$ cat src/rtl/seg_pkg.sv
// Shared segment patterns and converter state encoding for the BCD display block.
package seg_pkg;

  // Active-low patterns, bit order {g,f,e,d,c,b,a}
  localparam logic [6:0] SEG_0     = 7'b1000000;
  localparam logic [6:0] SEG_1     = 7'b1111001;
  localparam logic [6:0] SEG_2     = 7'b0100100;
  localparam logic [6:0] SEG_3     = 7'b0110000;
  localparam logic [6:0] SEG_4     = 7'b0011001;
  localparam logic [6:0] SEG_5     = 7'b0010010;
  localparam logic [6:0] SEG_6     = 7'b0000010;
  localparam logic [6:0] SEG_7     = 7'b1111000;
  localparam logic [6:0] SEG_8     = 7'b0000000;
  localparam logic [6:0] SEG_9     = 7'b0010000;
  localparam logic [6:0] SEG_BLANK = 7'b1111111;
  localparam logic [6:0] SEG_DASH  = 7'b0111111;

  typedef enum logic [1:0] {
    ST_IDLE = 2'd0,
    ST_CONV = 2'd1,
    ST_LOAD = 2'd2
  } state_t;

endpackage

$ cat src/rtl/bcd_seg_display_if.sv
// Request/result bundle between the game-state counters and the display converter.
interface bcd_seg_display_if #(
  parameter int BIN_W  = 16,
  parameter int DIGITS = 5
) ();
  logic                  start;
  logic [BIN_W-1:0]      bin_in;
  logic                  blank_lz;
  logic                  ready;
  logic                  done;
  logic                  ovf;
  logic [4*DIGITS-1:0]   bcd_out;
  logic [7*DIGITS-1:0]   seg_out;

  modport master (
    output start, bin_in, blank_lz,
    input  ready, done, ovf, bcd_out, seg_out
  );

  modport slave (
    input  start, bin_in, blank_lz,
    output ready, done, ovf, bcd_out, seg_out
  );
endinterface

$ cat src/rtl/seg7_encode.sv
// Nibble to active-low seven-segment pattern; non-decimal nibbles show a dash.
module seg7_encode
  import seg_pkg::*;
(
  input  logic [3:0] nib,
  output logic [6:0] seg
);

  // Plain lookup, no blanking or overflow handling here
  always_comb begin
    seg = SEG_DASH;
    case (nib)
      4'd0: seg = SEG_0;
      4'd1: seg = SEG_1;
      4'd2: seg = SEG_2;
      4'd3: seg = SEG_3;
      4'd4: seg = SEG_4;
      4'd5: seg = SEG_5;
      4'd6: seg = SEG_6;
      4'd7: seg = SEG_7;
      4'd8: seg = SEG_8;
      4'd9: seg = SEG_9;
      default: seg = SEG_DASH;
    endcase
  end

endmodule

$ cat src/rtl/bcd_seg_display.sv
// Iterative double-dabble binary-to-BCD converter with seven-segment output stage.
// One binary bit is consumed per clock; results appear with a one-cycle done pulse.
module bcd_seg_display
  import seg_pkg::*;
#(
  parameter int BIN_W  = 16,
  parameter int DIGITS = 5
) (
  input  logic             clk,
  input  logic             rst_n,
  bcd_seg_display_if.slave bus
);

  localparam int ACC_W = 4 * DIGITS;
  localparam int CNT_W = $clog2(BIN_W + 1);

  // Shift-add-3 step applied to one BCD nibble before the shift
  function automatic logic [3:0] add3(input logic [3:0] n);
    return (n >= 4'd5) ? (n + 4'd3) : n;
  endfunction

  state_t             state_q, state_d;
  logic               ready;
  logic               accept;
  logic [CNT_W-1:0]   cnt_q;
  logic               ovf_sticky_q;
  logic               blz_q;
  logic [BIN_W-1:0]   sh_q;
  logic [ACC_W-1:0]   acc_q;
  logic [ACC_W-1:0]   acc_adj;
  logic [6:0]         enc_seg [DIGITS];
  logic [7*DIGITS-1:0] seg_d;
  logic               lead;
  logic               done_q;
  logic               ovf_q;
  logic [ACC_W-1:0]   bcd_q;
  logic [7*DIGITS-1:0] seg_q;

  assign accept = ready && bus.start;

  // State register; reset abandons any conversion in flight
  always_ff @(posedge clk or negedge rst_n) begin
    if (!rst_n) state_q <= ST_IDLE;
    else        state_q <= state_d;
  end

  // Next-state and ready decode
  always_comb begin
    state_d = state_q;
    ready   = 1'b0;
    case (state_q)
      ST_IDLE: begin
        ready = 1'b1;
        if (bus.start) state_d = ST_CONV;
      end
      ST_CONV: begin
        if (cnt_q == CNT_W'(1)) state_d = ST_LOAD;
      end
      ST_LOAD: state_d = ST_IDLE;
      default: state_d = ST_IDLE;
    endcase
  end

  // Add-3 correction on every nibble of the accumulator
  always_comb begin
    acc_adj = '0;
    for (int k = 0; k < DIGITS; k++) begin
      acc_adj[4*k +: 4] = add3(acc_q[4*k +: 4]);
    end
  end

  // Bit counter, sticky overflow and latched blanking request
  always_ff @(posedge clk or negedge rst_n) begin
    if (!rst_n) begin
      cnt_q        <= '0;
      ovf_sticky_q <= 1'b0;
      blz_q        <= 1'b0;
    end else if (accept) begin
      cnt_q        <= CNT_W'(BIN_W);
      ovf_sticky_q <= 1'b0;
      blz_q        <= bus.blank_lz;
    end else if (state_q == ST_CONV) begin
      cnt_q <= cnt_q - CNT_W'(1);
      // A one leaving the top nibble means the value needs more digits
      if (acc_adj[ACC_W-1]) ovf_sticky_q <= 1'b1;
    end
  end

  // Binary shift register and BCD accumulator (data path, no reset needed)
  always_ff @(posedge clk) begin
    if (accept) begin
      sh_q  <= bus.bin_in;
      acc_q <= '0;
    end else if (state_q == ST_CONV) begin
      sh_q  <= sh_q << 1;
      acc_q <= {acc_adj[ACC_W-2:0], sh_q[BIN_W-1]};
    end
  end

  genvar g;
  generate
    for (g = 0; g < DIGITS; g++) begin : g_enc
      seg7_encode u_enc (
        .nib (acc_q[4*g +: 4]),
        .seg (enc_seg[g])
      );
    end
  endgenerate

  // Leading-zero blanking, scanning from the most significant digit down
  always_comb begin
    seg_d = '1;
    lead  = 1'b1;
    for (int k = DIGITS - 1; k >= 0; k--) begin
      if (blz_q && lead && (k != 0) && (acc_q[4*k +: 4] == 4'd0)) begin
        seg_d[7*k +: 7] = SEG_BLANK;
      end else begin
        seg_d[7*k +: 7] = enc_seg[k];
        lead = 1'b0;
      end
    end
  end

  // Result registers, updated only in the load cycle and held otherwise
  always_ff @(posedge clk or negedge rst_n) begin
    if (!rst_n) begin
      done_q <= 1'b0;
      ovf_q  <= 1'b0;
      bcd_q  <= '0;
      seg_q  <= '1;
    end else begin
      done_q <= (state_q == ST_LOAD);
      if (state_q == ST_LOAD) begin
        ovf_q <= ovf_sticky_q;
        if (ovf_sticky_q) begin
          bcd_q <= '1;
          seg_q <= {DIGITS{SEG_DASH}};
        end else begin
          bcd_q <= acc_q;
          seg_q <= seg_d;
        end
      end
    end
  end

  assign bus.ready   = ready;
  assign bus.done    = done_q;
  assign bus.ovf     = ovf_q;
  assign bus.bcd_out = bcd_q;
  assign bus.seg_out = seg_q;

endmodule

$ cat src/flat_wrapper.sv
// flat-port wrapper written by rule: the top's interface ports become plain ports
module bcd_seg_display_flat import seg_pkg::*;
#(
  parameter int BIN_W  = 16,
  parameter int DIGITS = 5
)
  (clk, rst_n, bus_start, bus_bin_in, bus_blank_lz, bus_ready, bus_done, bus_ovf, bus_bcd_out, bus_seg_out);
  bcd_seg_display_if #(.BIN_W(BIN_W), .DIGITS(DIGITS)) bus_i ();
  input  logic clk;
  input  logic rst_n;
  input wire logic [$bits(bus_i.start)-1:0] bus_start;
  input wire logic [$bits(bus_i.bin_in)-1:0] bus_bin_in;
  input wire logic [$bits(bus_i.blank_lz)-1:0] bus_blank_lz;
  output wire logic [$bits(bus_i.ready)-1:0] bus_ready;
  output wire logic [$bits(bus_i.done)-1:0] bus_done;
  output wire logic [$bits(bus_i.ovf)-1:0] bus_ovf;
  output wire logic [$bits(bus_i.bcd_out)-1:0] bus_bcd_out;
  output wire logic [$bits(bus_i.seg_out)-1:0] bus_seg_out;
  assign bus_i.start = bus_start;
  assign bus_i.bin_in = bus_bin_in;
  assign bus_i.blank_lz = bus_blank_lz;
  assign bus_ready = bus_i.ready;
  assign bus_done = bus_i.done;
  assign bus_ovf = bus_i.ovf;
  assign bus_bcd_out = bus_i.bcd_out;
  assign bus_seg_out = bus_i.seg_out;
  bcd_seg_display #(.BIN_W(BIN_W), .DIGITS(DIGITS)) u_core (.clk(clk), .rst_n(rst_n), .bus(bus_i));
endmodule
$ cat config.mk
export PLATFORM = sky130hd
export DESIGN_NAME = bcd_seg_display_flat
export DESIGN_NICKNAME = d
export VERILOG_FILES = /design/src/rtl/seg_pkg.sv /design/src/rtl/bcd_seg_display_if.sv /design/src/rtl/seg7_encode.sv /design/src/rtl/bcd_seg_display.sv /design/src/flat_wrapper.sv
export SDC_FILE = /design/constraint.sdc
export NUM_CORES = 1
export LEC_CHECK = 0
export ABC_AREA = 1
export BUFFER_PORTS_ARGS = -buffer_cell sky130_fd_sc_hd__buf_2
export CAP_MARGIN = 20
export CORE_AREA = 2 2 131 133
export DETAILED_ROUTE_END_ITERATION = 7
export DIE_AREA = 0 0 133 135
export GPL_TIMING_DRIVEN = 0
export PLACE_DENSITY = 0.57
export SLEW_MARGIN = 20
export SYNTH_ARGS = -nofsm -noshare
export SYNTH_HDL_FRONTEND = slang
export SYNTH_SLANG_ARGS = --single-unit
export TNS_END_PERCENT = 20
$ cat constraint.sdc
create_clock -name clk -period 2.5 [get_ports clk]
set_input_delay 0.5 -clock clk [delete_from_list [all_inputs] [get_ports clk]]
set_output_delay 0.5 -clock clk [all_outputs]
set_load 0.01 [all_outputs]
==> summary.md, run 1 <==
| Metric | Value |
|---|---|
| Status | finished, final reports clean |
| Cells after Synth | 735 |
| Post-route minimum period | 2260 ps |
| R2R setup slack | 240 ps |
| Register area | 0.00328 mm² |
| GPL Wtd Cong | 0.853 |
| GR Overflow Total | 0 |
| Worst Max-Slew Pin Slew | 703 ps |
| Hold bufs inserted after CTS | 0 |
| Num rows | 47 |
| Hold Crit Class | primary input to async pin |
| Routed WL | 14.7 mm |
| IR drop worst, VDD | 0.679 mV |
| Critical Path Max Stage Delay | 420 ps |
| DRC viols | 0 |
| Initial antenna violation count | 0 |
| # diodes | 0 |
| 1st-iter DRT viols | 279 |
| Core footprint | 0.0164 mm² |
| Critical path endpoint category | register |
| Top cells by area, synth | dfxtp_1 (17%), dfstp_2 (14%), dfrtp_1 (12%) |
| Pin count of the biggest net entering global routing | 36 |
| Worst Setup SP | u_core.acc_q[16]$_SDFFE_PP0P_ |
| CTS sink cnt | 137 |
| Placed cell area | 0.00721 mm² |
| Clk_skew | 8.81 ps |
| Final Util | 47.6% |
| Final Max Slew Viols | 0 |
| Avg Cell Area, Syn | 8.89 µm² |
| Critical Path Most Common Cell | nand2_1 |
| CP Launch Type | register |
| Fmax | 442 MHz |
| WS Path Type | register to register |
| Critical path required time | 2800 ps |
| Post-synthesis cell type count | 44 |
| Synthesis warning total | 0 |
| H-tree levels | 4 |
| CP cell instances | inv_1, ha_1, nand2_1, nand2_1, nand2_1, nand2_1, o21ai_2, inv_1, ha_1, nand3b_1, nand3_1, nand2_1 |
| Port Buf Inserts | 77 |
| Max Buffers Root-to-Sink | 2 |
| Layout area overhead | 19.5% |
| Clk_lat worst skew | 420 ps |
| Chip Width | 133 µm |
| Fraction of registers with async set/reset | 48.2% |
| Post-synth EDFFs | 16 |
| Yosys top cell area share | 16.9% |
| Most frequent cells in the layout | nand2_1 (180), buf_2 (82), nor2_1 (77), inv_1 (68), nand3_1 (60) |
| Worst EP arrival | 2560 ps |
| Post-route cell area | 0.00780 mm² |
| Final period utilization | 90.5% |
| TNS Setup | 0 ps |
| DR vias/cell | 4.68 |
| Post-Syn Area | 0.00653 mm² |
| Fin. Hold Viols | 0 |
| GRT Total Usage | 17.6% |
| CP max stage cell | dfxtp_1 |
| Postcts setup bufs | 0 |
| Die area | 0.0180 mm² |
| Initial Utilization | 39.8% |
| Vias in the first global route | 4781 |
| Design Power | 0.0122 W |
| Pwr dens | 1560 mW/mm² |
| Die height | 135 µm |
| Area leader, netlist | dfxtp_1 |
| Slew margin rel. | 53.1% |
| Reg2reg end | u_core.g_enc[4].u_enc.seg[0]$_DFF_P_ |
| Synth Net Count | 796 |
| Pleak | 3.77 nW |
| First-pass GRT wire length | 24.6 mm |
| Highest net fanout along the worst path | 5 |
| Multi-input logic area | 0.00282 mm² |
| Antenna violation net count after detailed routing | 0 |
| DR WL/cell | 13.8 µm |
| CTS tree | built |
| Drt pass-1 iters | 5 |
| Via Count | 4983 |
| FF-to-FF path depth | 12 |
| Share of cells above drive strength 1 | 25.3% |
| Clock-pin transition on the worst setup and hold timing paths | 60 ps |
| Yosys reg bits | 137 |
| Seq/Total Area, Yosys | 50.2% |
| RSZ-0062 raised after global routing | false |
| Most used DFF post-synth | dfxtp_1 |
| Max_cap viols | 0 |
| Reg-to-Reg Start | u_core.acc_q[16]$_SDFFE_PP0P_ |
| Io pins | 78 |
| Post-DP HPWL | 10.4 mm |
| Final setup viols | 0 |
| Filler cells | 1579 |
| Worst Setup EP | u_core.g_enc[4].u_enc.seg[0]$_DFF_P_ |
| CTS Buf Count | 17 |
| Final nets | 893 |
| Most common cell after layout, fill and taps aside | nand2_1 |
| Clock Tree Root | clkbuf_16 |
| CTS resizes | 0 |
[logic make-up (layout without fill, tap and decap cells)]
logic type | count (synthesis) | count (layout) | share of synthesized area [%]
adders and majority gates | 41 | 41 | 7.85
buffers and inverters | 101 | 211 | 6.67
xor gates and xnor gates | 1 | 1 | 0.134
and+or+nand+nor | 363 | 363 | 26.1
DFF | 137 | 137 | 50.2
AOI/OAI and AO/OA | 92 | 92 | 9.12
[power by group]
group / internal, W / total (W) / switching, W
Combinational: 0.00208 / 0.00585 / 0.00377
Clock: 0.00156 / 0.00248 / 0.000920
Sequential: 0.00339 / 0.00387 / 0.000478
[stage by stage]
step           hold slack, ps  std cells  setup WS, ps
3_3_place_gp              432       1032           326
6_report                 28.5       1065           239
3_5_place_dp              441       1033           312
2_1_floorplan             204        735           628
4_1_cts                  24.4       1065           282
5_1_grt                  42.8       1065          23.5
[critical path: cells and delay by family (launching register included)]
kind,cells,cell delay (ps)
flip-flops,1,420
AND/OR/NAND/NOR,7,710
AO/OA/AOI/OAI,1,270
adder cells (fa/ha/maj),2,470
buffers and inverters,2,270
[layout make-up]
| class | count | share of cell area, % |
|---|---|---|
| inverters | 82 | 4.07 |
| plain buffers | 19 | 1.51 |
| repair buffers | 78 | 5.23 |
| well taps | 220 | 3.53 |
| flip-flops and latches | 137 | 42.0 |
| clock inverters | 5 | 0.721 |
| multi-input cells | 497 | 36.1 |
| clock buffers | 27 | 6.85 |
[cell usage after synthesis, drive strengths merged, types with 2 or more instances]
| cell | instances |
|---|---|
| nand3b | 5 |
| nand3 | 66 |
| nand2 | 205 |
| ha | 41 |
| dfrtp | 31 |
| dfstp | 35 |
| a21oi | 49 |
| clkbuf | 6 |
| a21o | 2 |
| dfxtp | 55 |
| edfxtp | 16 |
| inv | 82 |
| o32a | 6 |
| o21ai | 24 |
| nand4 | 5 |
| o22a | 6 |
| nor2 | 81 |
| buf | 13 |
[flip-flops by register name, summed over array words and instances, names as in the netlist]
| name | cells |
|---|---|
| u_core.state_q | 2 |
| u_core.bus.bcd_out | 20 |
| u_core.bus.done | 1 |
| u_core.blz_q | 1 |
| u_core.ovf_sticky_q | 1 |
| u_core.cnt_q | 5 |
| u_core.acc_q | 20 |
| u_core.sh_q | 16 |
| u_core.bus.ovf | 1 |
| u_core.bus.seg_out | 35 |
| u_core.g_enc.u_enc.seg | 35 |
[worst min path at each step]
stage	end	start	slack [ps]	depth (start not counted)
floorplan	u_core.blz_q$_DFFE_PN0P_	rst_n	200	0
global placement	u_core.bus.seg_out[6]$_DFFE_PN1P_	u_core.g_enc[0].u_enc.seg[6]$_SDFF_PP0_	430	1
detailed placement	u_core.bus.seg_out[7]$_DFFE_PN1P_	u_core.g_enc[1].u_enc.seg[0]$_DFF_P_	440	2
CTS	u_core.bus.bcd_out[17]$_DFFE_PN0P_	rst_n	20	1
global route	u_core.bus.done$_DFF_PN0_	rst_n	40	1
finish	u_core.bus.done$_DFF_PN0_	rst_n	30	1
[per-layer routing]
layer	vias to the layer above	global-route usage (%)	part of all wire (%)
met3	18	4.09	4.6
met2	106	26.8	44
met5	-	0	0
met1	2296	24.5	50
li1	2563	-	-
met4	0	6.39	1.4
Note: power is estimated with default switching activity, not from simulation.
==> inputs of run 2 (changes only) <==
--- a/config.mk
+++ b/config.mk
@@ -8,11 +8,11 @@
 export ABC_AREA = 1
 export BUFFER_PORTS_ARGS = -buffer_cell sky130_fd_sc_hd__buf_2
 export CAP_MARGIN = 20
-export CORE_AREA = 2 2 131 133
+export CORE_AREA = 2 2 149 151
 export DETAILED_ROUTE_END_ITERATION = 7
-export DIE_AREA = 0 0 133 135
+export DIE_AREA = 0 0 151 153
 export GPL_TIMING_DRIVEN = 0
-export PLACE_DENSITY = 0.57
+export PLACE_DENSITY = 0.46
 export SLEW_MARGIN = 20
 export SYNTH_ARGS = -nofsm -noshare
 export SYNTH_HDL_FRONTEND = slang
==> run 2 against run 1 <==
  * Critical path depth stayed put
  * Hold slack better by 270 ps
  * Non-clock buffer count increased by 1
  * Cell area up 1.4%
  * Clock power increased by 3%
  * First-iteration DRC count decreased by 10%
  * Critical path type unchanged
  * Sequential share of layout area shrank 0.57 points
  * Setup slack improved by 61 ps
  * Critical endpoint unchanged
  * Die area grew 29%
  * Global-route usage fell by 2.8 points
==> summary.md, run 2 (same netlist as run 1, synthesis figures left out) <==
| Metric | Value |
|---|---|
| CTS tree | built |
| Die area | 0.0231 mm² |
| Post-route minimum period | 2200 ps |
| 1st-iter DRT viols | 251 |
| Vias in the first global route | 4962 |
| DR WL/cell | 14.2 µm |
| IR drop worst, VDD | 0.504 mV |
| Final Max Slew Viols | 0 |
| Port Buf Inserts | 77 |
| Initial antenna violation count | 0 |
| Antenna violation net count after detailed routing | 0 |
| Final setup viols | 0 |
| Status | finished, final reports clean |
| Core footprint | 0.0215 mm² |
| Highest net fanout along the worst path | 5 |
| Hold WS | 301 ps |
| H-tree levels | 4 |
| Slew margin rel. | 53.9% |
| Via Count | 4954 |
| GRT Total Usage | 14.8% |
| Initial Utilization | 30.4% |
| RSZ-0062 raised after global routing | false |
| Hold Crit Class | primary input to register |
| Final period utilization | 88.0% |
| GR Overflow Total | 0 |
| # diodes | 0 |
| Chip Width | 151 µm |
| GPL Wtd Cong | 0.814 |
| Postcts setup bufs | 0 |
| CTS resizes | 0 |
| Drt pass-1 iters | 4 |
| Hold bufs inserted after CTS | 1 |
| Num rows | 54 |
| Fmax | 454 MHz |
| Register area | 0.00328 mm² |
| Most common cell after layout, fill and taps aside | nand2_1 |
| CP Launch Type | register |
| Clock Tree Root | clkbuf_16 |
| Clk_lat worst skew | 420 ps |
| Worst EP arrival | 2500 ps |
| Filler cells | 2236 |
| Routed WL | 16.0 mm |
| Critical path endpoint category | register |
| Clock-pin transition on the worst setup and hold timing paths | 60 ps |
| Final nets | 894 |
| Die height | 153 µm |
| Max Buffers Root-to-Sink | 2 |
| Clk_skew | 9.83 ps |
| Placed Instances | 1093 |
| First-pass GRT wire length | 26.4 mm |
| Most frequent cells in the layout | nand2_1 (180), buf_2 (82), nor2_1 (77), inv_1 (68), nand3_1 (60) |
| WS Path Type | register to register |
| Pwr dens | 1560 mW/mm² |
| Io pins | 78 |
| TNS Setup | 0 ps |
| Post-DP HPWL | 11.5 mm |
| Pleak | 3.78 nW |
| Max_cap viols | 0 |
| Critical path required time | 2800 ps |
| Finished Layout Cells | 1126 |
| Fin. Hold Viols | 0 |
| DRC viols | 0 |
| Layout area overhead | 21.1% |
| Share of cells above drive strength 1 | 25.7% |
| CTS sink cnt | 137 |
| Pin count of the biggest net entering global routing | 46 |
| DR vias/cell | 4.40 |
| Worst Max-Slew Pin Slew | 691 ps |
| Multi-input logic area | 0.00282 mm² |
| CTS Buf Count | 17 |
==> run 2: final cells by class <==
type                       count  share of cell area (%)
buffer                        19                    1.49
clock buffer                  20                    5.91
clock inverter                12                    1.74
inverter                      82                    4.02
multi-input combinational    497                    35.6
sequential                   137                    41.4
tap                          280                    4.43
timing repair buffer          79                    5.38
==> run 2: power by group <==
group          internal, W  switching (W)
sequential         0.00339       0.000503
clock              0.00157       0.000997
combinational      0.00208        0.00377
==> run 2: routing by layer <==
layer,vias up,track usage (%),routed length [µm]
met5,-,0,0
met4,0,3.92,169
met3,10,3.28,639
met2,76,23.3,7330
met1,2298,20.4,7830
li1,2570,-,-
==> run 2: worst paths after layout <==
kind | start | endpoint | slack (ps) | cells past startpoint
hold reg to reg | u_core.g_enc[0].u_enc.seg[6]$_SDFF_PP0_ | u_core.bus.seg_out[6]$_DFFE_PN1P_ | 450 | 1
max in group asynchronous | rst_n | u_core.bus.seg_out[27]$_DFFE_PN1P_ | 1370 | 3
setup reg to reg | u_core.acc_q[16]$_SDFFE_PP0P_ | u_core.g_enc[4].u_enc.seg[0]$_DFF_P_ | 300 | 12
hold / removal | bus_blank_lz | u_core.blz_q$_DFFE_PN0P_ | 300 | 3
setup / recovery | u_core.acc_q[16]$_SDFFE_PP0P_ | u_core.g_enc[4].u_enc.seg[0]$_DFF_P_ | 300 | 12
min in group asynchronous | rst_n | u_core.bus.done$_DFF_PN0_ | 530 | 2
==> run 2: through the flow <==
step	setup WS, ps	cell area [µm²]	power (W)	util [%]
2_1_floorplan	628	6530	0.00833	-
3_3_place_gp	332	7270	0.00984	33.8
3_5_place_dp	317	7300	0.00986	34.0
4_1_cts	317	7910	0.0125	36.8
5_1_grt	28.8	7910	0.0136	36.8
6_report	299	7910	0.0123	36.8
==> run 2: worst max-delay path: stages, from the launching register on <==
cell and delay [ps]:
dfxtp_1 420, inv_1 130, ha_1 250, nand2_1 130
nand2_1 80, nand2_1 60, nand2_1 70, o21ai_2 270
inv_1 130, ha_1 210, nand3b_1 170, nand3_1 110
nand2_1 50
==> inputs of run 3 (changes only) <==
--- a/config.mk
+++ b/config.mk
@@ -5,7 +5,6 @@
 export SDC_FILE = /design/constraint.sdc
 export NUM_CORES = 1
 export LEC_CHECK = 0
-export ABC_AREA = 1
 export BUFFER_PORTS_ARGS = -buffer_cell sky130_fd_sc_hd__buf_2
 export CAP_MARGIN = 20
 export CORE_AREA = 2 2 149 151
==> run 3 against run 2 <==
  * First-iteration DRC count is 2.0% lower
  * Maximum frequency is 9.2% lower
  * Area after synthesis is 0.86% higher
  * Die area stayed put
  * Total power is 5.4% higher
  * Critical endpoint is now u_core.g_enc[3].u_enc.seg[0]$_DFF_P_
  * Largest power group unchanged
==> summary.md, run 3 <==
| Metric | Value |
|---|---|
| Status | finished, final reports clean |
| Core footprint | 0.0215 mm² |
| Pwr dens | 1590 mW/mm² |
| Max_cap viols | 0 |
| Chip Width | 151 µm |
| Final worst setup slack | 75.8 ps |
| Yosys top cell area share | 16.7% |
| Worst Max-Slew Pin Slew | 624 ps |
| Post-synthesis cell type count | 54 |
| Hold Crit Class | primary input to async pin |
| Clk_skew | 10.2 ps |
| Top cells by area, synth | dfxtp_1 (17%), dfstp_2 (14%), dfrtp_1 (12%) |
| Synth Net Count | 719 |
| Multi-input logic area | 0.00299 mm² |
| Die area | 0.0231 mm² |
| Clk_lat worst skew | 420 ps |
| GRT Total Usage | 14.7% |
| CTS sink cnt | 137 |
| Worst EP arrival | 2710 ps |
| Filler cells | 2169 |
| Die height | 153 µm |
| Avg Cell Area, Syn | 10.0 µm² |
| Final period utilization | 97.0% |
| Area leader, netlist | dfxtp_1 |
| # diodes | 0 |
| Share of cells above drive strength 1 | 26.1% |
| IR drop worst, VDD | 0.539 mV |
| CTS Buf Count | 17 |
| Critical path endpoint category | register |
| Cells after Synth | 658 |
| Io pins | 78 |
| Yosys reg bits | 137 |
| Via Count | 5093 |
| CP Launch Type | register |
| Final setup viols | 0 |
| Pre-CTS setup slack | -77.2 ps |
| Most common cell after layout, fill and taps aside | nand2_1 |
| Post-synth EDFFs | 16 |
| Clock-pin transition on the worst setup and hold timing paths | 60 ps |
| Post-Syn Area | 0.00659 mm² |
| Hold bufs inserted after CTS | 0 |
| CTS tree | built |
| WS Path Type | register to register |
| Post-route minimum period | 2420 ps |
| Hold WS | 24.2 ps |
| DRC viols | 0 |
| Post-DP HPWL | 11.8 mm |
| GR Overflow Total | 0 |
| Port Buf Inserts | 77 |
| Initial Utilization | 30.7% |
| Clock Tree Root | clkbuf_16 |
| H-tree levels | 4 |
| Met1 Usage GRT | 18.7% |
| Vias in the first global route | 5088 |
| Drt pass-1 iters | 4 |
| Critical path required time | 2780 ps |
| Met3 usage | 3.31% |
| Placed Instances | 1016 |
| Pin count of the biggest net entering global routing | 37 |
| Most frequent cells in the layout | nand2_1 (130), buf_2 (80), dfxtp_1 (53), inv_1 (49) |
| Fmax | 413 MHz |
| Layout area overhead | 24.1% |
| Most instantiated cells after synthesis | nand2_1 (130), dfxtp_1 (55), inv_1 (49) |
| Fin. Hold Viols | 0 |
| Most used DFF post-synth | dfxtp_1 |
| Final Util | 38.0% |
| GPL Wtd Cong | 0.857 |
| Max Buffers Root-to-Sink | 2 |
| Fraction of registers with async set/reset | 48.2% |
| DR WL/cell | 15.3 µm |
| Slew margin rel. | 58.3% |
| Register area | 0.00328 mm² |
| Initial antenna violation count | 0 |
| Pleak | 3.61 nW |
| Routed WL | 16.2 mm |
| Synthesis warning total | 0 |
| Most common cell in the netlist | nand2_1 |
| DR vias/cell | 4.81 |
| Seq/Total Area, Yosys | 49.7% |
| Final nets | 827 |
| Finished Layout Cells | 1059 |
| Antenna violation net count after detailed routing | 0 |
| First-pass GRT wire length | 26.3 mm |
| Num rows | 54 |
| 1st-iter DRT viols | 246 |
| Highest net fanout along the worst path | 6 |
| RSZ-0062 raised after global routing | true |
| Final Max Slew Viols | 0 |
| Most used routing layer | met2 |
| Met2 usage | 23.6% |
## run 3: where the power goes
part | switching (W) | internal (W) | total (W)
sequential | 0.000513 | 0.00340 | 0.00392
clock | 0.000954 | 0.00188 | 0.00283
combinational | 0.00367 | 0.00255 | 0.00623
total | 0.00514 | 0.00784 | 0.0130
## run 3: stage by stage
| step | total power (W) | area, µm² | setup TNS (ps) |
|---|---|---|---|
| 6_report | 0.0130 | 8170 | 0 |
| 3_3_place_gp | 0.00973 | 7320 | -125 |
| 4_1_cts | 0.0128 | 8030 | -12.6 |
| 3_5_place_dp | 0.00986 | 7350 | -151 |
| 5_1_grt | 0.0141 | 8170 | -108 |
| 2_1_floorplan | 0.00821 | 6590 | 0 |
## run 3: worst paths after layout
| check | startpoint | endpoint | slack, ps | depth (start not counted) |
|---|---|---|---|---|
| min reg2reg | u_core.g_enc[4].u_enc.seg[0]$_DFF_P_ | u_core.bus.seg_out[28]$_DFFE_PN1P_ | 440 | 1 |
| min in group clk | bus_blank_lz | u_core.blz_q$_DFFE_PN0P_ | 300 | 3 |
| max | u_core.acc_q[13]$_SDFFE_PP0P_ | u_core.g_enc[3].u_enc.seg[0]$_DFF_P_ | 80 | 9 |
| min | rst_n | u_core.bus.bcd_out[17]$_DFFE_PN0P_ | 20 | 1 |
| max in group asynchronous | rst_n | u_core.bus.seg_out[12]$_DFFE_PN1P_ | 1860 | 2 |
| max reg2reg | u_core.acc_q[13]$_SDFFE_PP0P_ | u_core.g_enc[3].u_enc.seg[0]$_DFF_P_ | 80 | 9 |
## run 3: layer usage
| metal | vias to the layer above | wire length (µm) |
|---|---|---|
| met4 | 0 | 207 |
| met1 | 2456 | 7480 |
| met2 | 96 | 7820 |
| met5 | - | 0 |
| met3 | 14 | 718 |
| li1 | 2527 | - |
## run 3: cells by family after synthesis
family,Yosys count,synth area share (%)
and+or+nand+nor,204,15.0
buffers and inverters,91,5.75
adders and majority gates,41,7.79
DFF,137,49.7
AOI/OAI and AO/OA,183,21.4
xor gates and xnor gates,2,0.266
## run 3: worst max-delay path, cell delays in order, from the launching register on
cell and delay [ps]:
dfxtp_1 430, inv_1 140, ha_1 200, nand2b_1 190, a2111oi_2 480, a221o_1 250, inv_1 100, ha_1 200
o22ai_1 210, a22oi_1 100
## run 3: timing repair
action | CTS | global route
pin swaps | 1 | 5
setup endpoints to repair | 7 | 24
gates resized for setup | 1 | 10
setup buffers | 1 | 10
## run 3: cell type report
cell class,instances,area share [%]
flip-flops and latches,137,40.1
multi-input cells,430,36.6
repair buffers,89,6.00
clock buffers,21,5.89
well taps,280,4.29
inverters,55,2.53
clock inverters,11,2.33
plain buffers,36,2.22
